===== src/rtl/stopwatch_ctrl.sv =====
// stopwatch_ctrl: run/pause/clear controller for a two-digit BCD stopwatch.
// Rising edges on three buttons drive an IDLE/RUN/PAUSE/DONE state machine.
// A 24-bit prescaler gates count steps on a ones/tens BCD pair.
// A lap flag freezes the displayed value on a snapshot while the live count
// keeps advancing underneath. All outputs are registered and trail the
// internal state by one cycle.

module stopwatch_ctrl #(
   parameter int unsigned TICK_DIV  = 32'd8388608,
   parameter bit          WRAP_MODE = 1'b1
) (
   input  logic       clock,
   input  logic       reset,
   input  logic       btn_start_stop,
   input  logic       btn_clear,
   input  logic       btn_lap,
   output logic [3:0] ones_bcd,
   output logic [3:0] tens_bcd,
   output logic       running,
   output logic       lap_active,
   output logic       wrap_pulse
);

   typedef enum logic [1:0] {
      ST_IDLE  = 2'd0,
      ST_RUN   = 2'd1,
      ST_PAUSE = 2'd2,
      ST_DONE  = 2'd3
   } state_t;

   // Terminal prescaler value; the step fires in the cycle the prescaler sits here.
   localparam logic [23:0] PRESC_LAST = 24'(TICK_DIV - 32'd1);

   // Next {tens, ones} after one count step. 99 folds to 00; the caller
   // decides whether that fold is a wrap or a stop.
   function automatic logic [7:0] bcd_step(input logic [3:0] tens, input logic [3:0] ones);
      logic [7:0] nxt;
      if (ones < 4'd9) begin
         nxt = {tens, ones + 4'd1};
      end else if (tens < 4'd9) begin
         nxt = {tens + 4'd1, 4'd0};
      end else begin
         nxt = 8'd0;
      end
      return nxt;
   endfunction

   // True when the pair holds 99, i.e. the next step is the wrap/stop step.
   function automatic logic bcd_at_max(input logic [3:0] tens, input logic [3:0] ones);
      return (tens == 4'd9) && (ones == 4'd9);
   endfunction

   state_t      state_r;
   state_t      state_s;

   logic        hist_start_r;
   logic        hist_clear_r;
   logic        hist_lap_r;
   logic        ev_start_s;
   logic        ev_clear_s;
   logic        ev_lap_s;

   logic [23:0] presc_r;
   logic [23:0] presc_s;
   logic        step_s;
   logic        at_max_s;

   logic [3:0]  ones_r;
   logic [3:0]  tens_r;
   logic [3:0]  ones_s;
   logic [3:0]  tens_s;
   logic [3:0]  snap_ones_r;
   logic [3:0]  snap_tens_r;
   logic [3:0]  snap_ones_s;
   logic [3:0]  snap_tens_s;
   logic        lap_r;
   logic        lap_s;
   logic        wrap_r;
   logic        wrap_s;
   logic [7:0]  stepped_s;

   // Button events are rising edges against last cycle's level.
   assign ev_start_s = btn_start_stop & ~hist_start_r;
   assign ev_clear_s = btn_clear      & ~hist_clear_r;
   assign ev_lap_s   = btn_lap        & ~hist_lap_r;

   // A count step happens only while running, on the terminal prescaler cycle.
   assign step_s    = (state_r == ST_RUN) && (presc_r == PRESC_LAST);
   assign at_max_s  = bcd_at_max(tens_r, ones_r);
   assign stepped_s = bcd_step(tens_r, ones_r);

   // Button history; forced high in reset so a held button yields no event.
   always_ff @(posedge clock) begin
      if (reset) begin
         hist_start_r <= 1'b1;
         hist_clear_r <= 1'b1;
         hist_lap_r   <= 1'b1;
      end else begin
         hist_start_r <= btn_start_stop;
         hist_clear_r <= btn_clear;
         hist_lap_r   <= btn_lap;
      end
   end

   // State register of the control FSM.
   always_ff @(posedge clock) begin
      if (reset) begin
         state_r <= ST_IDLE;
      end else begin
         state_r <= state_s;
      end
   end

   // Next state plus next prescaler, live count, snapshot, lap flag and wrap strobe.
   always_comb begin
      state_s     = state_r;
      presc_s     = presc_r;
      ones_s      = ones_r;
      tens_s      = tens_r;
      snap_ones_s = snap_ones_r;
      snap_tens_s = snap_tens_r;
      lap_s       = lap_r;
      wrap_s      = 1'b0;

      case (state_r)
         ST_IDLE: begin
            // Clear and lap carry no meaning before the first start.
            if (ev_start_s) begin
               state_s = ST_RUN;
               presc_s = 24'd0;
            end else begin
               state_s = ST_IDLE;
            end
         end

         ST_RUN: begin
            // The prescaler keeps counting in the cycle a pause is requested,
            // so a pause on the terminal cycle still takes its step.
            if (step_s) begin
               presc_s = 24'd0;
            end else begin
               presc_s = presc_r + 24'd1;
            end

            if (ev_lap_s) begin
               lap_s = ~lap_r;
               if (!lap_r) begin
                  snap_ones_s = ones_r;
                  snap_tens_s = tens_r;
               end else begin
                  snap_ones_s = snap_ones_r;
                  snap_tens_s = snap_tens_r;
               end
            end else begin
               lap_s = lap_r;
            end

            if (step_s && at_max_s) begin
               wrap_s = 1'b1;
               if (WRAP_MODE) begin
                  ones_s = 4'd0;
                  tens_s = 4'd0;
               end else begin
                  ones_s = ones_r;
                  tens_s = tens_r;
               end
            end else if (step_s) begin
               ones_s = stepped_s[3:0];
               tens_s = stepped_s[7:4];
            end else begin
               ones_s = ones_r;
               tens_s = tens_r;
            end

            // Reaching 99 without wrap ends the run even if start is pressed too.
            if (step_s && at_max_s && !WRAP_MODE) begin
               state_s = ST_DONE;
            end else if (ev_start_s) begin
               state_s = ST_PAUSE;
            end else begin
               state_s = ST_RUN;
            end
         end

         ST_PAUSE: begin
            if (ev_clear_s) begin
               state_s = ST_IDLE;
               presc_s = 24'd0;
               ones_s  = 4'd0;
               tens_s  = 4'd0;
               lap_s   = 1'b0;
            end else begin
               // Resume keeps the retained prescaler value.
               if (ev_start_s) begin
                  state_s = ST_RUN;
               end else begin
                  state_s = ST_PAUSE;
               end
               // Lap can only release a freeze here, never start one.
               if (ev_lap_s && lap_r) begin
                  lap_s = 1'b0;
               end else begin
                  lap_s = lap_r;
               end
            end
         end

         ST_DONE: begin
            // Count stays parked at 99; start is ignored.
            if (ev_clear_s) begin
               state_s = ST_IDLE;
               presc_s = 24'd0;
               ones_s  = 4'd0;
               tens_s  = 4'd0;
               lap_s   = 1'b0;
            end else if (ev_lap_s && lap_r) begin
               state_s = ST_DONE;
               lap_s   = 1'b0;
            end else begin
               state_s = ST_DONE;
               lap_s   = lap_r;
            end
         end

         default: begin
            state_s = ST_IDLE;
            presc_s = 24'd0;
            ones_s  = 4'd0;
            tens_s  = 4'd0;
            lap_s   = 1'b0;
         end
      endcase
   end

   // Datapath registers: prescaler, live count, lap snapshot, lap flag, wrap strobe.
   always_ff @(posedge clock) begin
      if (reset) begin
         presc_r     <= 24'd0;
         ones_r      <= 4'd0;
         tens_r      <= 4'd0;
         snap_ones_r <= 4'd0;
         snap_tens_r <= 4'd0;
         lap_r       <= 1'b0;
         wrap_r      <= 1'b0;
      end else begin
         presc_r     <= presc_s;
         ones_r      <= ones_s;
         tens_r      <= tens_s;
         snap_ones_r <= snap_ones_s;
         snap_tens_r <= snap_tens_s;
         lap_r       <= lap_s;
         wrap_r      <= wrap_s;
      end
   end

   // Output stage: display mux and status copies, one cycle behind the internals.
   always_ff @(posedge clock) begin
      if (reset) begin
         ones_bcd   <= 4'd0;
         tens_bcd   <= 4'd0;
         running    <= 1'b0;
         lap_active <= 1'b0;
         wrap_pulse <= 1'b0;
      end else begin
         ones_bcd   <= lap_r ? snap_ones_r : ones_r;
         tens_bcd   <= lap_r ? snap_tens_r : tens_r;
         running    <= (state_r == ST_RUN);
         lap_active <= lap_r;
         wrap_pulse <= wrap_r;
      end
   end

endmodule


===== config.mk =====
export PLATFORM = sky130hd
export DESIGN_NAME = stopwatch_ctrl
export DESIGN_NICKNAME = d
export VERILOG_FILES = /design/src/rtl/stopwatch_ctrl.sv
export SDC_FILE = /design/constraint.sdc
export NUM_CORES = 1
export LEC_CHECK = 0
export CAP_MARGIN = 0
export CORE_MARGIN = 2
export CORE_UTILIZATION = 58
export CTS_CLUSTER_DIAMETER = 30
export DETAILED_ROUTE_END_ITERATION = 7
export GPL_TIMING_DRIVEN = 0
export PLACE_DENSITY = 0.75
export REMOVE_ABC_BUFFERS = 1
export SYNTH_ARGS = -nofsm -noshare
export SYNTH_HDL_FRONTEND = slang
export SYNTH_SLANG_ARGS = --single-unit

===== constraint.sdc =====
create_clock -name clock -period 2.5 [get_ports clock]
set_clock_uncertainty 0.05 [all_clocks]
set_input_delay 0.25 -clock clock [delete_from_list [all_inputs] [get_ports clock]]
set_output_delay 0.25 -clock clock [all_outputs]
set_load 0.01 [all_outputs]

# Yosys cells after proc, flatten, opt, wreduce, memory -nomap -nowiden
# Index checks and enable logic that the tools add are counted.
[word_totals]
regBits = 58
inputBits = 5
output_inout_bits = 11
elab_cells = 80
[op_classes]
addsub = 3
n_lt_le_gt_ge = 2
eq_ne = 12
muxes = 26
bitwise_logic = 8
n_reduce_logical = 13
[op_table]
columns = ["op", "count"]
rows = [
  ["$mux W24", 3],
  ["$pmux W24 S3", 1],
  ["$mux W4", 7],
  ["$add A24 B1 Y24 const B", 1],
  ["$eq A24 B23 Y1 const B", 1],
  ["$mux W8", 2],
  ["$pmux W4 S2", 2],
  ["$add A4 B1 Y4 const B", 2],
  ["$eq A4 B4 Y1 const B", 2],
  ["$lt A4 B4 Y1 const B", 2],
  ["$mux W2", 4],
  ["$pmux W2 S4", 1],
  ["$ne A3 B2 Y1 const B", 2],
  ["$reduce_and A3 Y1", 2],
  ["$mux W1", 5],
  ["$not A1 Y1", 5],
  ["$eq A2 B2 Y1 const B", 2],
  ["$logic_and A1 B1 Y1", 4],
  ["$ne A2 B2 Y1 const B", 2],
  ["$reduce_and A2 Y1", 2],
  ["$reduce_and A4 Y1", 1],
  ["$reduce_or A2 Y1", 2],
  ["$and A1 B1 Y1", 3],
  ["$ne A3 B1 Y1 const B", 1],
  ["5 further kinds", 5],
]

# Depth between registers and ports, before layout
# Gate-level depths: netlist of the first run.
[depth]
depth_word = 6
ltp_mapped = 7
ltp_nobuf = 7

# Least setup slack after synthesis of the first run
# Ideal clock, no wire load.
[synth_path]
path_kind = "register to register"
startpoint = "register presc_r[0]"
endpoint = "register ones_r[0]"
setup_time_ns = 0.087
arrival_ns = 1.667
setup_slack_ns = 0.695
stages_incl_launch_ff = 8
synth_period_minus_slack_ns = 1.805
path_cell_list = "dfxtp_1 ha_1 and4_1 and4_4 buf_4 a31o_2 or3_1 o31ai_1"
[synth_between]
elab_chain_len = 5
elab_cells_between_ends = 7
[synth_lines]
columns = ["item", "line_no", "source"]
rows = [
  ["start: declaration", "63", "logic [23:0] presc_r;"],
  ["start signal: assignment", "246", "presc_r <= presc_s;"],
  ["$eq A24 B23 Y1 (*)", "88", "assign step_s = (state_r == ST_RUN) && (presc_r == PRESC_LAST);"],
  ["$logic_and A1 B1 Y1 (*)", "88", ""],
  ["$logic_and A1 B1 Y1", "--", ""],
  ["$ne A3 B2 Y1 (no source line) or $mux W4 (tied branches)", "--", ""],
  ["$reduce_and A3 Y1 (no source line) or $pmux W4 S2 (tied branches)", "--", ""],
  ["end signal: assignment", "247", "ones_r <= ones_s;"],
  ["end: declaration", "68", "logic [3:0] ones_r;"],
]
# Every way passes the cells marked *; elsewhere a longest branch is shown, timed or not.
# A chain may end at the register's enable or synchronous reset.

# Final worst setup path of the first run
[layout_path]
startpoint = "register presc_r[4]"
endpoint = "register presc_r[4]"
[layout_between]
elab_chain_len = 4
elab_cells_between_ends = 5
[layout_lines]
columns = ["item", "line_no", "source"]
rows = [
  ["parallel branches: the longest is 2 deep, another holds $add A24 B1 Y24", "--", ""],
  ["$mux W24 (*)", "139", "if (step_s) begin"],
  ["$pmux W24 S3 (*)", "125", "case (state_r)"],
]
# Mark *: on every way between the ends.

==> out/metrics.cfg, run 1 <==
[clock_tree]
post_cts_buffers = 0
cts-root-buf = clkbuf_8
clockBufferDepth = 2
clkLatencyLatePin_ns = 0.34
path_clk_slew_ns = 0.06
cts_tree = built
htreeDepth = 3
clock-sinks = 58
cts_inserted_buffers = 9

[power]
share_comb_of_total_power_pct = 3.7
p_seq_share_pct = 53.5
ir_worst_vdd_mv = 0.401
p_sw_share_pct = 22.6
p_per_area_nw_per_um2 = 587
p_clk_share_pct = 42.8
internal_power_uw = 1360
cellLeakagePower_uw = 0.00104
p_sw_uw = 396

[finish]
fin_nets = 310
n_antenna_cell = 0
area_growth_pct = 12.1
drive_gt1_share_pct = 9.27
stdcell_area_um2 = 2980
n_fill_cell = 357
finalNonFillerCells = 354

[sta]
finalSetupTns_ns = 0
slew_viol_final = 0
fin_hold_ws_ns = 0.413
finalCriticalPeriod_ns = 2.27
tightest_slew_ns = 1.22
max_freq_ghz = 0.440
relSlewSlack_pct = 18.3
rsz0062_at_grt = no
hold_viol = 0
setup_viol = 0
fin_crit_sh_pct = 91.0

[global_routing]
grt_pass1_vias = 1851
antenna_found_initial = 0
grt_max_degree = 37
grt_usage_pct = 21.1
grt_overflow = 0
grt_first_pass_wirelength_mm = 8.32

[route]
routed.top_layer = met4
via_per_inst = 5.66
vias = 2005
route.detailed.drc = 0
wl_met2_mm = 2.29
met1Wirelength_mm = 2.27
antenna_left = 0
drt-pass1-iter-count = 4
drt_wl_total_mm = 4.91
drt_iter0_markers = 134
wl_per_cell_um = 13.9
wl_met3_um = 233

[die]
core_um2 = 4380
ios = 16
dieArea_um2 = 5140
dieHeight_um = 71.7
initial_core_util_pct = 60.6
std_cell_rows = 24
fp.dieW_um = 71.7

[run]
cap_violations = 0

[logic_synthesis]
synth_edf_count = 0
ys.flop_type = dfxtp_1
synth_common_cells = 58 x dfxtp_1, 46 x nor2_1, 18 x mux2i_1
async_flop_share_pct = 0
synth_area_um2 = 2660
synthCells = 285
synth_seq_cells = 58
synth_cell_types = 50
postSynthAreaPerCell_um2 = 9.33
synth.largest_area_cell = dfxtp_1
synth_most_common_cell = dfxtp_1
yosys_warnings = 0
netlist.area_leader.share_pct = 43.7
ys_top_cells_by_area = dfxtp_1 44%, mux2i_1 6.8%, nor2_1 6.5%
yosysSeqAreaShare_pct = 43.7

[placed_design]
portBuffers = 15
place.gp.congestion = 0.794
place_hpwl_mm = 3.17
place_inst = 339
dpl_cell_area_um2 = 2810

[min_path]
hold_depth = 1
hp-class = reg -> reg

[setup_path]
path_cells = and4_1, and4_4, a21o_1, a21o_1, nor2_1
critPathRequiredTime_ns = 2.64
end_kind = register
max_stage_delay_ns = 0.60
rr_worst_depth = 5
crit_fanout = 24
cpMostUsedCell = a21o_1
crit_arrival_ns = 2.42
cpMaxStageDelayCell = a21o_1
cp-start-kind = register
setup.worst_path.class = reg -> reg

[status]
status = finished, final reports clean

[repair_timing]
action	CTS	global route
hold buffers	0	0
gates resized for setup	0	1
setup endpoints to repair	0	1
hold endpoints to repair	0	0
[power by group through the flow]
stage	Sequential (uW)	Clock [uW]	Combinational, uW
after floorplan	956	0	38.3
after global placement	957	0	64.8
after detailed placement	958	0	65.2
after CTS	937	767	65.4
after global routing	937	813	73.0
final	937	749	64.8
[area by class of cell]
cell class / count / area (um^2) / share of cell area, %
clock buffer: 12 / 155 / 5.20
clock inverter: 3 / 15.0 / 0.504
inverter: 8 / 30.0 / 1.01
multi-input combinational: 206 / 1400 / 47.0
sequential: 58 / 1160 / 38.9
tap: 52 / 65.1 / 2.18
timing repair buffer: 15 / 153 / 5.12
[layer usage]
| metal | vias to the layer above | global-route usage [%] |
|---|---|---|
| li1 | 1026 | - |
| met2 | 40 | 33.3 |
| met5 | - | 0 |
| met1 | 929 | 25.2 |
| met4 | 0 | 11.1 |
| met3 | 10 | 7.59 |
[worst paths after layout]
| path | start | to | slack [ns] |
|---|---|---|---|
| worst max-delay path | presc_r[4]$_SDFFE_PP0P_ | presc_r[4]$_SDFFE_PP0P_ | 0.23 |
| worst min-delay path | wrap_r$_SDFF_PP0_ | wrap_pulse$_SDFF_PP0_ | 0.41 |
| worst max register to register | presc_r[4]$_SDFFE_PP0P_ | presc_r[4]$_SDFFE_PP0P_ | 0.23 |
| worst min register to register | wrap_r$_SDFF_PP0_ | wrap_pulse$_SDFF_PP0_ | 0.41 |
[critical path, delay by kind of cell, from the launching register on]
family | cells | cell delay (ns)
AND/OR/NAND/NOR | 3 | 0.93
flip-flops | 1 | 0.40
AO/OA/AOI/OAI | 2 | 0.75
[placed cells by master (no fill, tap or decap), types with 2 or more instances in the layout]
master,n
dfxtp_1,58
nor2_1,46
mux2i_1,18
nand2_1,14
clkdlybuf4s50_1,14
xnor2_1,13
clkbuf_8,11
nand3_1,9
xor2_1,9
inv_1,8
nand2b_1,8
nand4_1,8
nor3_1,7
ha_1,7
nor4_1,6
a21oi_1,6
nor2b_1,5
and4_1,4
and3_1,4
o21ai_0,4
a21o_1,3
or2_2,3
clkinv_2,3
nand4b_1,2
nand4_4,2
a31oi_1,2
or4_1,2
or3_1,2
o31ai_1,2
[state kept, by name, indices dropped and copies added (netlist names)]
name          flops
ones_r            4
tens_r            4
tens_bcd          4
ones_bcd          4
lap_r             1
hist_start_r      1
hist_lap_r        1
hist_clear_r      1
presc_r          24
state_r           2
wrap_r            1
wrap_pulse        1
snap_ones_r       4
running           1
snap_tens_r       4
lap_active        1
[stage by stage]
step                      setup WS [ns]  util [%]  power, uW
final                             0.225      68.0       1750
after global routing             0.0106      68.0       1820
after detailed placement        -0.0368      64.1       1020
after floorplan                   0.474         -        994
after global placement           -0.132      64.0       1020
after CTS                         0.215      68.0       1770
[logic make-up (layout without fill, tap and decap cells)]
| kind of cell | after synthesis | count (layout) | share of synthesized area [%] |
|---|---|---|---|
| and+or+nand+nor | 130 | 130 | 26.9 |
| DFF | 58 | 58 | 43.7 |
| AOI/OAI and AO/OA | 29 | 29 | 8.38 |
| xor gates and xnor gates | 22 | 22 | 7.25 |
| buffers and inverters | 21 | 38 | 3.76 |
| muxes | 18 | 18 | 6.78 |
| adders and majority gates | 7 | 7 | 3.29 |
(Power assumes the default switching activity.)
==> inputs of run 2 (changes only) <==
--- a/config.mk
+++ b/config.mk
@@ -5,13 +5,14 @@
 export SDC_FILE = /design/constraint.sdc
 export NUM_CORES = 1
 export LEC_CHECK = 0
+export ABC_CLOCK_PERIOD_IN_PS = 2500
 export CAP_MARGIN = 0
 export CORE_MARGIN = 2
 export CORE_UTILIZATION = 58
 export CTS_CLUSTER_DIAMETER = 30
 export DETAILED_ROUTE_END_ITERATION = 7
 export GPL_TIMING_DRIVEN = 0
-export PLACE_DENSITY = 0.75
+export PLACE_DENSITY = 0.82
 export REMOVE_ABC_BUFFERS = 1
 export SYNTH_ARGS = -nofsm -noshare
 export SYNTH_HDL_FRONTEND = slang
==> run 2 against run 1 <==
  * Non-clock buffer count is the same
  * Power up 3.0%
  * Utilization is 0.37 points higher
  * Sequential power about the same
  * Critical path depth unchanged
  * Flip-flop and latch count did not move
  * Critical path type unchanged
  * Critical endpoint is now presc_r[23]$_SDFFE_PP0P_
==> out/metrics.cfg, run 2 (synthesis results as in run 1) <==
[status]
status = finished, final reports clean

[placed_design]
place_hpwl_mm = 3.19
portBuffers = 15
pre_cts_ws_ns = -0.0196
dpl_cell_area_um2 = 2810
place_inst = 339
place.gp.congestion = 0.833

[die]
core_um2 = 4380
initial_core_util_pct = 60.6
fp.dieW_um = 71.7
dieArea_um2 = 5140
ios = 16
std_cell_rows = 24
dieHeight_um = 71.7

[setup_path]
setup.worst_path.class = reg -> reg
path_cells = and4_1, and4_4, a21o_1, a21o_1, nor2_1
cpMostUsedCell = a21o_1
end_kind = register
cpMaxStageDelayCell = a21o_1
crit_fanout = 24
crit_arrival_ns = 2.41
critical_path_buf_inv_count = 0
max_stage_delay_ns = 0.61
cp-start-kind = register
critPathRequiredTime_ns = 2.65
cp_top_family = simple AND/OR/NAND/NOR gates

[sta]
fin_crit_sh_pct = 90.4
rsz0062_at_grt = no
setup_viol = 0
slew_viol_final = 0
fin_hold_ws_ns = 0.390
tightest_slew_ns = 1.18
hold_viol = 0
relSlewSlack_pct = 20.9
setup_ws_ns = 0.240
finalCriticalPeriod_ns = 2.26
max_freq_ghz = 0.442

[finish]
finalNonFillerCells = 354
n_antenna_cell = 0
area_growth_pct = 12.8
drive_gt1_share_pct = 9.60
final_common_cell = dfxtp_1
largest_register = presc_r
largest_reg_flops = 24
stdcell_area_um2 = 3000
final_cell_mix = 58 x dfxtp_1, 46 x nor2_1, 18 x mux2i_1, 15 x clkdlybuf4s50_1, 14 x nand2_1
fin_nets = 310
fin_util_pct = 68.4

[global_routing]
grt_pass1_vias = 1864
grt_usage_pct = 20.8
grt_first_pass_wirelength_mm = 8.29
grt_max_degree = 37
grt_overflow = 0
antenna_found_initial = 0

[power]
cellLeakagePower_uw = 0.00104
p_per_area_nw_per_um2 = 602
ir_worst_vdd_mv = 0.364
p_seq_share_pct = 51.9
p_sw_uw = 393
p_sw_share_pct = 21.8
internal_power_uw = 1410
share_comb_of_total_power_pct = 3.6
p_clk_share_pct = 44.5

[route]
drt-pass1-iter-count = 4
antenna_left = 0
drt_wl_total_mm = 4.77
via_per_inst = 5.71
vias = 2022
drt_iter0_markers = 142
wl_per_cell_um = 13.5
route.detailed.drc = 0

[clock_tree]
clockBufferDepth = 2
ctsHoldBuffers = 0
cts-resized-gates = 0
clock-sinks = 58
cts_inserted_buffers = 9
cts_tree = built
clkLatencyLatePin_ns = 0.34
post_cts_buffers = 0
cts-root-buf = clkbuf_8
path_clk_slew_ns = 0.06
htreeDepth = 3

[run]
cap_violations = 0

[min_path]
hp-class = reg -> reg

==> run 2: per-stage QoR <==
stage / power (uW) / setup TNS (ns)
floorplan: 994 / 0
global placement: 1020 / -0.652
detailed placement: 1020 / -0.0736
CTS: 1830 / 0
global route: 1870 / 0
finish: 1800 / 0
==> run 2: metal layers <==
layer / track usage [%] / vias to the layer above / part of all wire (%)
met5: 0 / - / 0
met4: 11.1 / 0 / 2.1
met2: 34.2 / 37 / 50
li1: - / 1027 / -
met1: 24.2 / 948 / 44
met3: 6.47 / 10 / 4.1
==> run 2: cell type report <==
| type | count | area, um^2 |
|---|---|---|
| tap | 52 | 65.1 |
| timing repair buffer | 15 | 150 |
| sequential | 58 | 1160 |
| fill | 369 | 1390 |
| multi-input combinational | 206 | 1400 |
| clock inverter | 2 | 10.0 |
| inverter | 8 | 30.0 |
| clock buffer | 13 | 179 |
==> run 2: power groups by stage <==
| stage | clock network (uW) | registers (uW) | logic (uW) |
|---|---|---|---|
| 2_1_floorplan | 0 | 956 | 38.3 |
| 3_3_place_gp | 0 | 957 | 64.2 |
| 3_5_place_dp | 0 | 957 | 65.2 |
| 4_1_cts | 825 | 937 | 65.2 |
| 5_1_grt | 856 | 937 | 72.3 |
| 6_report | 802 | 937 | 65.1 |
==> run 2: path summary, 6_finish.rpt <==
kind | startpoint | endpoint | slack (ns) | cells past startpoint
min | wrap_r$_SDFF_PP0_ | wrap_pulse$_SDFF_PP0_ | 0.39 | 1
max | presc_r[4]$_SDFFE_PP0P_ | presc_r[23]$_SDFFE_PP0P_ | 0.24 | 5
max reg2reg | presc_r[4]$_SDFFE_PP0P_ | presc_r[23]$_SDFFE_PP0P_ | 0.24 | 5
min reg2reg | wrap_r$_SDFF_PP0_ | wrap_pulse$_SDFF_PP0_ | 0.39 | 1
==> inputs of run 3 (changes only) <==
--- a/config.mk
+++ b/config.mk
@@ -7,7 +7,6 @@
 export LEC_CHECK = 0
 export ABC_CLOCK_PERIOD_IN_PS = 2500
 export CAP_MARGIN = 0
-export CORE_MARGIN = 2
 export CORE_UTILIZATION = 58
 export CTS_CLUSTER_DIAMETER = 30
 export DETAILED_ROUTE_END_ITERATION = 7
==> run 3 against run 2 <==
  * Final cell count fell by 0.56%
  * Sequential share of layout area grew 0.39 points
  * Via count up 0.69%
  * Sequential power is essentially flat
  * Power is 5.0% lower
  * Global-route usage increased by 1.7 points
  * Die area decreased by 5.5%
  * Clock power decreased by 11%
  * Final area shrank 1.0%
  * Highest routed layer unchanged
  * Hold slack better by 0.019 ns
==> out/metrics.cfg, run 3 (synthesis results as in run 1) <==
[die]
dieArea_um2 = 4860
dieHeight_um = 69.7
std_cell_rows = 24
fp.dieW_um = 69.7
initial_core_util_pct = 60.6
core_um2 = 4380
ios = 16

[clock_tree]
clockBufferDepth = 2
cts-root-buf = clkbuf_8
cts-resized-gates = 0
path_clk_slew_ns = 0.06
cts_inserted_buffers = 9
post_cts_buffers = 0
ctsHoldBuffers = 0
clock-sinks = 58
clkLatencyLatePin_ns = 0.33
htreeDepth = 3
cts_tree = built

[min_path]
hp-class = reg -> reg

[sta]
max_freq_ghz = 0.431
fin_crit_sh_pct = 92.8
setup_viol = 0
slew_viol_final = 0
rsz0062_at_grt = no
fin_hold_ws_ns = 0.409
tightest_slew_ns = 1.19
relSlewSlack_pct = 20.4
finalCriticalPeriod_ns = 2.32
hold_viol = 0

[global_routing]
grt_overflow = 0
grt_max_degree = 37
grt_usage_pct = 22.5
grt_first_pass_wirelength_mm = 8.67
grt_pass1_vias = 2048
antenna_found_initial = 0

[setup_path]
end_kind = register
critPathRequiredTime_ns = 2.63
cp-start-kind = register
setup.worst_path.class = reg -> reg
crit_fanout = 24
crit_arrival_ns = 2.45

[placed_design]
place_hpwl_mm = 3.29
place_inst = 339
place.gp.congestion = 0.809
portBuffers = 15
dpl_cell_area_um2 = 2810

[status]
status = finished, final reports clean

[route]
vias = 2036
route.detailed.drc = 0
drt_iter0_markers = 100
drt-pass1-iter-count = 4
wl_per_cell_um = 13.8
antenna_left = 0
via_per_inst = 5.78
drt_wl_total_mm = 4.86

[finish]
finalNonFillerCells = 352
stdcell_area_um2 = 2970
drive_gt1_share_pct = 8.33
fin_nets = 310
final_common_cell = dfxtp_1
final_cell_mix = 58 x dfxtp_1, 46 x nor2_1, 18 x mux2i_1, 15 x clkdlybuf4s50_1, 14 x nand2_1
area_growth_pct = 11.6
n_antenna_cell = 0
largest_register = presc_r
fin_util_pct = 67.7
largest_reg_flops = 24

[run]
cap_violations = 0

[power]
total_power_uw = 1710
cellLeakagePower_uw = 0.00102
ir_worst_vdd_mv = 0.486
p_per_area_nw_per_um2 = 578

[run 3: changes by cell type in the layout (fill, tap and decap cells not counted), sizes merged]
cell	before	now
clkinv	2	0
[run 3: per-layer routing]
layer  GRT usage, %  wire length (um)  up-vias  part of all wire (%)
li1               -                 -     1024                     -
met1           24.8              2170      964                    45
met2           38.7              2410       40                    50
met3           7.41               177        8                   3.6
met4           10.9               103        0                   2.1
met5              0                 0        -                     0
[run 3: report_power, final]
group / internal, uW / switching (uW) / total [uW]
sequential: 931 / 6.63 / 938
combinational: 22.1 / 42.9 / 65.1
clock: 397 / 314 / 711
[run 3: area by class of cell]
type                       instances  area (um^2)
timing repair buffer              15          150
multi-input combinational        206         1400
clock buffer                      13          159
fill                             350         1420
tap                               52         65.1
sequential                        58         1160
inverter                           8         30.0
[run 3: stage by stage]
| stage | setup slack (ns) | TNS (ns) |
|---|---|---|
| 2_1_floorplan | 0.474 | 0 |
| 6_report | 0.180 | 0 |
| 5_1_grt | 0.0382 | 0 |
| 3_3_place_gp | -0.0966 | -0.751 |
| 4_1_cts | 0.177 | 0 |
| 3_5_place_dp | -0.0259 | -0.202 |
[run 3: final timing paths]
check	end	depth (start not counted)	slack, ns	from
min	wrap_pulse$_SDFF_PP0_	1	0.41	wrap_r$_SDFF_PP0_
max	presc_r[9]$_SDFFE_PP0P_	5	0.18	presc_r[4]$_SDFFE_PP0P_
min reg2reg	wrap_pulse$_SDFF_PP0_	1	0.41	wrap_r$_SDFF_PP0_
max reg2reg	presc_r[9]$_SDFFE_PP0P_	5	0.18	presc_r[4]$_SDFFE_PP0P_
[run 3: worst max-delay path, stage by stage, from the launching register on]
cell and delay, ns:
dfxtp_1 0.40, and4_1 0.42, and4_4 0.39, a21o_1 0.16, a21o_1 0.63, nor2_1 0.12
